### config.mk
export PLATFORM = sky130hd
export DESIGN_NAME = merge2_arbiter
export DESIGN_NICKNAME = d
export VERILOG_FILES = /design/src/rtl/merge2_arbiter_pkg.sv /design/src/rtl/merge_fifo.sv /design/src/rtl/merge2_arbiter.sv
export SDC_FILE = /design/constraint.sdc
export NUM_CORES = 1
export LEC_CHECK = 0
export ABC_AREA = 1
export BUFFER_PORTS_ARGS = -buffer_cell sky130_fd_sc_hd__buf_2
export CORE_MARGIN = 2
export CORE_UTILIZATION = 52
export DETAILED_ROUTE_END_ITERATION = 8
export PLACE_DENSITY = 0.78
export SYNTH_ARGS = -nofsm -noshare
export SYNTH_HDL_FRONTEND = slang
export SYNTH_HIERARCHICAL = 1
export SYNTH_SLANG_ARGS = --single-unit
### constraint.sdc
create_clock -name CLK -period 2.3 [get_ports CLK]
set_input_delay 0.23 -clock CLK [delete_from_list [all_inputs] [get_ports CLK]]
set_output_delay 0.23 -clock CLK [all_outputs]
set_load 0.01 [all_outputs]
### src/rtl/merge2_arbiter_pkg.sv
// Shared NoC definitions for the merge arbiter.
// Packet width, address field position and FIFO entry layout.
package merge2_arbiter_pkg;

    localparam int PKT_W    = 9;
    localparam int ADDR_MSB = 8;
    localparam int ADDR_LSB = 5;

    typedef struct packed {
        logic             win;
        logic [PKT_W-1:0] data;
    } merge_entry_t;

endpackage

### src/rtl/merge_fifo.sv
// Small synchronous FIFO holding merged packets plus winner tag.
// Ports: CLK, _RESET, push/wr_data in, pop in, rd_data/full/empty out.
module merge_fifo #(
    parameter int WIDTH = 10,
    parameter int DEPTH = 2
) (
    input  logic             CLK,
    input  logic             _RESET,
    input  logic             push,
    input  logic [WIDTH-1:0] wr_data,
    input  logic             pop,
    output logic [WIDTH-1:0] rd_data,
    output logic             full,
    output logic             empty
);

    localparam int PW = (DEPTH > 1) ? $clog2(DEPTH) : 1;
    localparam int CW = $clog2(DEPTH + 1);

    logic [WIDTH-1:0] mem [DEPTH];
    logic [PW-1:0]    rd_ptr;
    logic [PW-1:0]    wr_ptr;
    logic [CW-1:0]    count;
    logic             do_push;
    logic             do_pop;

    assign full    = (count == CW'(DEPTH));
    assign empty   = (count == '0);
    assign do_push = push && !full;
    assign do_pop  = pop && !empty;
    assign rd_data = mem[rd_ptr];

    function automatic logic [PW-1:0] nxt(input logic [PW-1:0] p);
        return (p == PW'(DEPTH - 1)) ? '0 : p + PW'(1);
    endfunction

    always_ff @(posedge CLK or negedge _RESET) begin
        if (!_RESET) begin
            rd_ptr <= '0;
            wr_ptr <= '0;
            count  <= '0;
            for (int i = 0; i < DEPTH; i++) begin
                mem[i] <= '0;
            end
        end else begin
            if (do_push) begin
                mem[wr_ptr] <= wr_data;
                wr_ptr      <= nxt(wr_ptr);
            end
            if (do_pop) begin
                rd_ptr <= nxt(rd_ptr);
            end
            case ({do_push, do_pop})
                2'b10:   count <= count + CW'(1);
                2'b01:   count <= count - CW'(1);
                default: count <= count;
            endcase
        end
    end

endmodule

### src/rtl/merge2_arbiter.sv
// Round-robin merge of two packet streams onto one upward link.
// Ports: In0/In1 valid-ready inputs, Out valid-ready output with win tag.
module merge2_arbiter
    import merge2_arbiter_pkg::*;
#(
    parameter int W     = PKT_W,
    parameter int DEPTH = 2
) (
    input  logic         CLK,
    input  logic         _RESET,
    input  logic [W-1:0] In0_data,
    input  logic         In0_valid,
    output logic         In0_ready,
    input  logic [W-1:0] In1_data,
    input  logic         In1_valid,
    output logic         In1_ready,
    output logic [W-1:0] Out_data,
    output logic         Out_win,
    output logic         Out_valid,
    input  logic         Out_ready
);

    logic         prio;
    logic         grant;
    logic         grant_idx;
    logic         push;
    logic         full;
    logic         empty;
    logic [W:0]   wr_entry;
    logic [W:0]   rd_entry;

    // Space comes from the registered count only, so ready never
    // sees Out_ready combinationally.
    always_comb begin
        grant     = 1'b0;
        grant_idx = 1'b0;
        if (!full) begin
            if (In0_valid && In1_valid) begin
                grant     = 1'b1;
                grant_idx = prio;
            end else if (In0_valid) begin
                grant     = 1'b1;
                grant_idx = 1'b0;
            end else if (In1_valid) begin
                grant     = 1'b1;
                grant_idx = 1'b1;
            end
        end
    end

    // Readies are held low throughout reset.
    assign In0_ready = _RESET && grant && !grant_idx;
    assign In1_ready = _RESET && grant && grant_idx;
    assign push      = In0_ready || In1_ready;
    assign wr_entry  = {grant_idx, grant_idx ? In1_data : In0_data};

    always_ff @(posedge CLK or negedge _RESET) begin
        if (!_RESET) begin
            prio <= 1'b0;
        end else if (push) begin
            prio <= ~grant_idx;
        end
    end

    merge_fifo #(
        .WIDTH (W + 1),
        .DEPTH (DEPTH)
    ) u_fifo (
        .CLK     (CLK),
        ._RESET  (_RESET),
        .push    (push),
        .wr_data (wr_entry),
        .pop     (Out_ready),
        .rd_data (rd_entry),
        .full    (full),
        .empty   (empty)
    );

    assign Out_valid = !empty;
    assign Out_data  = rd_entry[W-1:0];
    assign Out_win   = rd_entry[W];

endmodule

After elaboration in Yosys (flattened, before gate mapping) --
Cells that the tools add are included.
Storage, ports and cells: word-level logic and storage cells 49, output and inout bits 13, input port bits 23, register bits after elaboration 25
Operators by class: bitwise operators 3, add/subtract/negate cells 4, $lt $le $gt $ge 3, equal/unequal tests 3, reduce and logical (&&, ||, !) cells 13, mux-type cells 17
Operator list (count):
- 10-bit 2-to-1 mux | 4
- 20-bit bitwise mux | 1
- 10-bit demux with 1-bit select | 1
- 1-bit 2-to-1 mux | 9
- 9-bit 2-to-1 mux | 1
- 1-bit logical AND | 7
- 2-bit == test, second input constant | 2
- 2-bit greater-or-equal comparator, second input constant | 2
- 1-bit inverter with 2-bit output | 2
- 2-bit case mux with 2 select lines | 1
- 1-bit logical NOT | 3
- 1-bit adder, second input constant | 2
- 2-bit by 1-bit adder with 2-bit output, second input constant | 1
- 2-bit by 1-bit == test with 1-bit output, second input constant | 1
- 2-bit logical NOT | 1
- 2-bit by 1-bit < comparator with 1-bit output, second input constant | 1
- 2-bit nonzero test | 1
- 2-bit by 1-bit subtractor with 2-bit output, second input constant | 1
- 1-bit logical OR | 1
- 1-bit inverter | 1

Longest topological paths before layout --
Gate-level depths: netlist of run 1.
word-level depth 10, mapped depth 14, depth with buffers taken out 13

By module --
Netlist of run 1, hierarchy kept.
Modules (own cells, without submodules):
- merge_fifo | area each 1204.9 µm², cells each 151, times used 1, sequential area each 600.6 µm²
- merge2_arbiter | area each 264.0 µm², cells each 50, times used 1, sequential area each 25.0 µm²

Worst setup path before layout of run 1 --
OpenSTA, ideal clock, no wires.
kind register -> register, from register u_fifo.count[0], to register u_fifo.count[1], path buffers 1, path slack 0.308 ns, setup time 0.117 ns, stages on the path, launching flop included 14, data arrival time 1.875 ns, cells stage by stage dfrtp_1 inv_2 nand2_4 buf_4 inv_1 inv_1 nand2_1 nor2_1 nand2_1 ha_1 inv_1 nand3_1 nand2_1 nand2_1
Between the ends: longest elaborated chain between the ends 8, elaborated cells between the ends (all ways) 19, those cells by class add/sub: 2; eq/ne: 3; mux: 3; reduce/logical: 11
RTL lines:
- start, declared | line merge_fifo.sv:23 | logic [CW-1:0] count;
- start signal, assigned | line merge_fifo.sv:54 | 2'b10: count <= count + CW'(1);
- start signal, assigned | line merge_fifo.sv:55 | 2'b01: count <= count - CW'(1);
- start signal, assigned | line merge_fifo.sv:56 | default: count <= count;
- 2-bit == test (*) | line merge_fifo.sv:27 | assign full = (count == CW'(DEPTH));
- via full | line merge2_arbiter.sv:27 | logic full;
- 1-bit 2-to-1 mux | line merge2_arbiter.sv:37 | if (!full) begin
- 1-bit logical AND / 1-bit logical NOT (equally long branches) | line merge2_arbiter.sv:52, merge2_arbiter.sv:53
- 1-bit logical AND (on tied branches) | line merge2_arbiter.sv:52, merge2_arbiter.sv:53
- 1-bit logical OR (*) | line merge2_arbiter.sv:54 | assign push = In0_ready || In1_ready;
- via push | line merge2_arbiter.sv:26 | logic push;
- 1-bit logical AND (*) | line merge_fifo.sv:29 | assign do_push = push && !full;
- 2-bit by 1-bit == test with 1-bit output / 2-bit == test (equally long branches) | line merge_fifo.sv:53 | case ({do_push, do_pop})
- 2-bit case mux with 2 select lines / 2-bit nonzero test (equally long branches)
The timed path passes the listed nets; every way through them passes the cells marked *. A chain may end at the register's enable or synchronous reset.

Final worst setup path of run 1 --
from register u_fifo.count[1], to output In0_ready
Between the ends: longest elaborated chain between the ends 4, elaborated cells between the ends (all ways) 6, those cells by class eq/ne: 1; mux: 2; reduce/logical: 3
RTL lines:
- 2-bit == test (*) | line merge_fifo.sv:27
- via full | line merge2_arbiter.sv:27
- 1-bit 2-to-1 mux | line merge2_arbiter.sv:37
- 1-bit logical AND / 1-bit logical NOT (equally long branches) | line merge2_arbiter.sv:52 | assign In0_ready = _RESET && grant && !grant_idx;
- 1-bit logical AND (*) | line merge2_arbiter.sv:52
- end, declared | line merge2_arbiter.sv:13 | output logic In0_ready,
Marked as above.

==> impl_metrics.csv, run 1 <==
group,metric,value,unit
status,run_status,"complete, no violations",
floorplan,floorplan.die_area,0.00327,mm²
timing,worst_pin_slew,0.415,ns
synthesis,syn-cell-area,0.00147,mm²
synthesis,synth_warnings,6,
pwr,ir_worst_vdd,0.868,mV
timing,period_share,90.8,%
timing,fin_tns_setup,0,ns
clock_tree,cts_tree,"done",
timing,rsz0062_at_grt,"no",
timing,relSlewSlack,72.3,%
synthesis,synthCells,201,
placed_design,hpwlAfterDp,2300,µm
worst_setup_path,cp_max_fo,24,
floorplan,coreArea,0.00271,mm²
layout,antenna_cells,0,
clock_tree,cts_buffers,3,
routing,drtAntennaViolNets,0,
timing,fin_hold_ws,0.151,ns
clock_tree,clkSlewWorstSetupHoldPaths,0.14,ns
synthesis,synth_cell_types,18,
floorplan,start_util,54.2,%
floorplan,die-height,57.2,µm
floorplan,io_pins,36,
layout,final_cell_mix,"nand2_1, buf_2, dfrtp_1",
layout,mostFrequentLayoutCell,"nand2_1",
routing,num_vias,1360,
routing,dr.pass1.iters,4,
synthesis,synth.area.mux_share,0,%
synthesis,ys_seq_elements,25,
timing,setup_slack,0.212,ns
layout,layout-drive-gt1-share,22.6,%
global_routing,grt_max_degree,25,
clock_tree,cts_root_buf,"clkbuf_4",
layout,syn_to_final_growth,14.3,%
timing,setup_violations,0,
worst_setup_path,end_kind,"output pin",
synthesis,synth_fa_ha_area_share,0.852,%
pwr,cellLeakagePower,1.02,nW
layout,n_fill_cell,278,
routing,drcViolationCount,0,
synthesis,synth-simple-area-share,46.4,%
timing,hold_violations,0,
clock_tree,clk_latency,0.32,ns
hold_path,hold_depth,3,
synthesis,synth-compound-area-share,0,%
floorplan,row_count,19,
clock_tree,cts_buffer_depth,2,
clock_tree,h-tree-depth,1,
synthesis,avgSynthCellArea,7.31,µm²
synthesis,syn_nets,225,
synthesis,synth_top_family_by_area,"simple AND/OR/NAND/NOR gates",
placed_design,gp_congestion,0.787,
routing,route.detailed.wl_per_inst,12.2,µm
job,cap_violations,0,
placed_design,dpl_worst_slack,0.390,ns
timing,report.final.slew_viol_count,0,
routing,routed_wl,3240,µm
global_routing,grt_pass1_vias,1175,
worst_setup_path,startpoint_type,"flip-flop",
routing,drt_iter0_drc,81,
pwr,power.density,1220,mW/mm²
floorplan,die_w,57.2,µm
timing,fmax,479,MHz
clock_tree,clock-sinks,25,
worst_setup_path,crit_type,"flip-flop to output pin",
worst_setup_path,rr_worst_depth,11,
layout,post-route-util,62.0,%
global_routing,globalRouteOverflowTotal,0,
synthesis,synth-xor-area-share,0.596,%
layout,nets,259,
timing,clock-skew-final,0.00385,ns
global_routing,grt_first_pass_wirelength,5290,µm
hold_path,hold_class,"input pin to flip-flop",
synthesis,seq_area_frac_synth,42.6,%
placed_design,port_buffers,35,
routing,via_per_inst,5.13,
worst_setup_path,crit_arrival,1.86,ns
timing,period_needed,2.09,ns
worst_setup_path,cp.required,2.07,ns
global_routing,grt_use_total,20.6,%
global_routing,antenna_found_initial,0,
==> registers in the layout, indices dropped and copies added (netlist names) <==
register       count
u_fifo/wr_ptr      1
u_fifo/mem        20
prio               1
u_fifo/rd_ptr      1
u_fifo/count       2
==> critical path, cell delays in order, from the launching register on <==
cell and delay [ns]:
dfrtp_1 0.47, nand2_8 0.18, inv_1 0.14, inv_1 0.09, nand2_1 0.06, nor2_2 0.16, buf_6 0.18, nand2_1 0.08
inv_1 0.05, buf_2 0.12
==> power breakdown <==
part           switching (mW)  internal [mW]  leakage [nW]  total [mW]
combinational           0.666          0.375         0.685        1.04
sequential              0.177          0.640         0.313       0.818
clock                   0.131         0.0651        0.0177       0.196
==> logic make-up (layout without fill, tap and decap cells) <==
family | count (synthesis) | in the layout
XOR/XNOR | 1 | 1
buffers and inverters | 27 | 60
adder cells (fa/ha/maj) | 1 | 1
AND/OR/NAND/NOR | 147 | 147
flip-flops | 25 | 25
==> area by class of cell <==
class	count	area [µm²]	share of cell area [%]
Clock inverter	1	5.00	0.298
Sequential cell	25	626	37.3
Inverter	17	63.8	3.80
Timing Repair Buffer	39	209	12.4
Multi-Input combinational cell	149	714	42.5
Clock buffer	3	22.5	1.34
Tap cell	31	38.8	2.31
==> metal layers <==
metal	vias to the layer above	GRT usage [%]	routed length (µm)
met5	-	0	0
met3	2	2.95	138
met2	30	32.5	1570
met1	622	29.7	1510
li1	706	-	-
met4	0	5.98	17
==> synthesized netlist by cell type <==
master | n | area, µm²
buf_2 | 4 | 20.0
buf_4 | 3 | 22.5
buf_6 | 3 | 33.8
dfrtp_1 | 25 | 626
ha_1 | 1 | 12.5
inv_1 | 15 | 56.3
inv_2 | 2 | 7.51
nand2_1 | 104 | 390
nand2_2 | 2 | 12.5
nand2_4 | 2 | 22.5
nand3_1 | 11 | 55.1
nand3_2 | 1 | 10.0
nand3_4 | 1 | 17.5
nand4_1 | 21 | 131
nor2_1 | 3 | 11.3
nor2_4 | 1 | 11.3
nor2_8 | 1 | 20.0
xnor2_1 | 1 | 8.76
==> metrics by stage <==
stage | power [mW] | cells | cell area (µm²)
floorplan | 1.60 | 201 | 1470
CTS | 2.04 | 264 | 1660
finish | 2.05 | 265 | 1680
global placement | 1.82 | 259 | 1620
global route | 2.27 | 265 | 1680
detailed placement | 1.84 | 259 | 1620
==> what timing repair did <==
item                                    CTS  global route
endpoints found under the setup margin    0             1
gates resized for setup                   0             3
hold buffers                              1             0
setup buffers                             0             0
hold endpoints to repair                  7             0
==> worst paths after layout <==
kind,startpoint,to,slack (ns)
worst max-delay path,u_fifo/count[1]$_DFFE_PN0P_,In0_ready,0.21
worst min-delay path,Out_ready,u_fifo/rd_ptr$_DFFE_PN0P_,0.15
worst max register to register,u_fifo/count[1]$_DFFE_PN0P_,u_fifo/count[1]$_DFFE_PN0P_,0.42
worst min register to register,u_fifo/mem[18]$_DFFE_PN0P_,u_fifo/mem[18]$_DFFE_PN0P_,0.49
max in group asynchronous,_RESET,u_fifo/mem[5]$_DFFE_PN0P_,1.52
min in group asynchronous,_RESET,u_fifo/mem[7]$_DFFE_PN0P_,0.28
Power figures use the tool's default switching activity.
==> inputs of run 2 (changes only) <==
PLACE_DENSITY = default   (was 0.78)
PLACE_DENSITY_LB_ADDON = 0.25   (was default)
==> impl_metrics.csv, run 2 (synthesis results as in run 1) <==
group,metric,value,unit
status,run_status,"complete, no violations",
routing,wl_met2,1570,µm
layout,largest_register_ffs,20,
worst_setup_path,crit_type,"flip-flop to output pin",
timing,hold_violations,0,
timing,clock-skew-final,0.00724,ns
floorplan,floorplan.die_area,0.00327,mm²
timing,fmax,474,MHz
hold_path,hold_class,"input pin to flip-flop",
worst_setup_path,setup.worst_path.end,"In0_ready",
layout,mostFrequentLayoutCell,"nand2_1",
timing,report.final.slew_viol_count,0,
layout,syn_to_final_growth,13.8,%
routing,highest_layer,"met4",
global_routing,antenna_found_initial,0,
global_routing,grt_max_degree,27,
worst_setup_path,end_kind,"output pin",
worst_setup_path,cp_max_fo,24,
routing,via_per_inst,5.19,
global_routing,globalRouteOverflowTotal,0,
timing,setup_slack,0.192,ns
routing,wl_met3,74,µm
routing,met1_length,1530,µm
placed_design,port_buffers,35,
floorplan,io_pins,36,
routing,routed_wl,3200,µm
timing,fin_hold_ws,0.180,ns
worst_setup_path,timing.rr.start,"u_fifo/count[1]$_DFFE_PN0P_",
clock_tree,cts_buffers,3,
timing,period_share,91.6,%
global_routing,grt_pass1_vias,1272,
pwr,cellLeakagePower,1.01,nW
placed_design,post_dp_cell_area,0.00162,mm²
worst_setup_path,startpoint_type,"flip-flop",
clock_tree,h-tree-depth,1,
placed_design,gp_congestion,0.747,
floorplan,start_util,54.2,%
clock_tree,cts_tree,"done",
floorplan,row_count,19,
pwr,ir_worst_vdd,0.774,mV
routing,num_vias,1370,
worst_setup_path,startpoint,"u_fifo/count[1]$_DFFE_PN0P_",
hold_path,hold_depth,3,
routing,dr.pass1.iters,4,
clock_tree,cts_buffer_depth,2,
clock_tree,clkSlewWorstSetupHoldPaths,0.13,ns
worst_setup_path,rr_worst_depth,11,
pwr,power.density,1230,mW/mm²
routing,drtAntennaViolNets,0,
timing,setup_violations,0,
timing,relSlewSlack,68.9,%
layout,design_area,0.00167,mm²
layout,n_fill_cell,267,
pwr,power,2.06,mW
layout,nets,258,
worst_setup_path,crit_arrival,1.88,ns
layout,top_register,"u_fifo/mem",
worst_setup_path,r2r_end,"u_fifo/count[1]$_DFFE_PN0P_",
floorplan,die-height,57.2,µm
global_routing,grt_use_total,22.1,%
placed_design,dpl_worst_slack,0.399,ns
timing,worst_pin_slew,0.466,ns
layout,fin_cells,264,
worst_setup_path,r2r_slack,0.48,ns
worst_setup_path,cp.required,2.07,ns
clock_tree,clk_latency,0.31,ns
job,cap_violations,0,
layout,final_cell_mix,"nand2_1, buf_2, dfrtp_1",
floorplan,die_w,57.2,µm
placed_design,dp.cells,259,
layout,post-route-util,61.7,%
routing,drcViolationCount,0,
global_routing,grt_first_pass_wirelength,5620,µm
layout,largestRegisters,"u_fifo/mem x20, u_fifo/count x2",
layout,layout-drive-gt1-share,21.9,%
routing,drt_iter0_drc,41,
timing,fin_tns_setup,0,ns
clock_tree,clock-sinks,25,
layout,antenna_cells,0,
timing,period_needed,2.11,ns
clock_tree,cts_root_buf,"clkbuf_4",
placed_design,hpwlAfterDp,2210,µm
floorplan,coreArea,0.00271,mm²
routing,route.detailed.wl_per_inst,12.1,µm
[run 2: cell types whose count changed in the layout (fill, tap and decap cells not counted), sizes merged]
cell  change
buf       -1
[run 2: layout make-up]
cell class / count / area [µm²] / area share, %
well taps: 31 / 38.8 / 2.32
inverters: 17 / 63.8 / 3.82
clock inverters: 1 / 5.00 / 0.299
repair buffers: 38 / 204 / 12.2
flip-flops and latches: 25 / 626 / 37.4
clock buffers: 3 / 22.5 / 1.35
multi-input cells: 149 / 712 / 42.6
[run 2: routing by layer]
layer  GRT usage, %  up-vias
met5              0        -
met4           5.98        0
met3           2.72        2
met2           37.9       19
met1           29.6      643
li1               -      706
[run 2: what timing repair did]
item / 4_1_cts / 5_1_grt
endpoints found under the setup margin: 0 / 1
endpoints found under the hold margin: 25 / 0
hold buffers: 1 / 0
resized for setup: 0 / 2
setup buffers: 0 / 0
[run 2: report_power, final]
part | leakage [nW] | total, mW | switching [mW] | internal, mW
Combinational | 0.681 | 1.04 | 0.666 | 0.371
Clock | 0.0177 | 0.197 | 0.132 | 0.0650
Sequential | 0.313 | 0.823 | 0.183 | 0.640
Total | 1.01 | 2.06 | 0.981 | 1.08
[run 2: worst min-delay path by stage]
stage,from,endpoint
finish,Out_ready,u_fifo/rd_ptr$_DFFE_PN0P_
detailed placement,_RESET,u_fifo/count[0]$_DFFE_PN0P_
global route,Out_ready,u_fifo/rd_ptr$_DFFE_PN0P_
global placement,_RESET,u_fifo/count[0]$_DFFE_PN0P_
CTS,Out_ready,u_fifo/rd_ptr$_DFFE_PN0P_
floorplan,_RESET,prio$_DFFE_PN0P_
[run 2: critical path, stage by stage (launching register included)]
cell	delay [ns]
dfrtp_1	0.48
nand2_8	0.19
inv_1	0.14
inv_1	0.08
nand2_1	0.04
nor2_1	0.14
buf_6	0.23
nand2_1	0.10
inv_1	0.06
buf_2	0.12
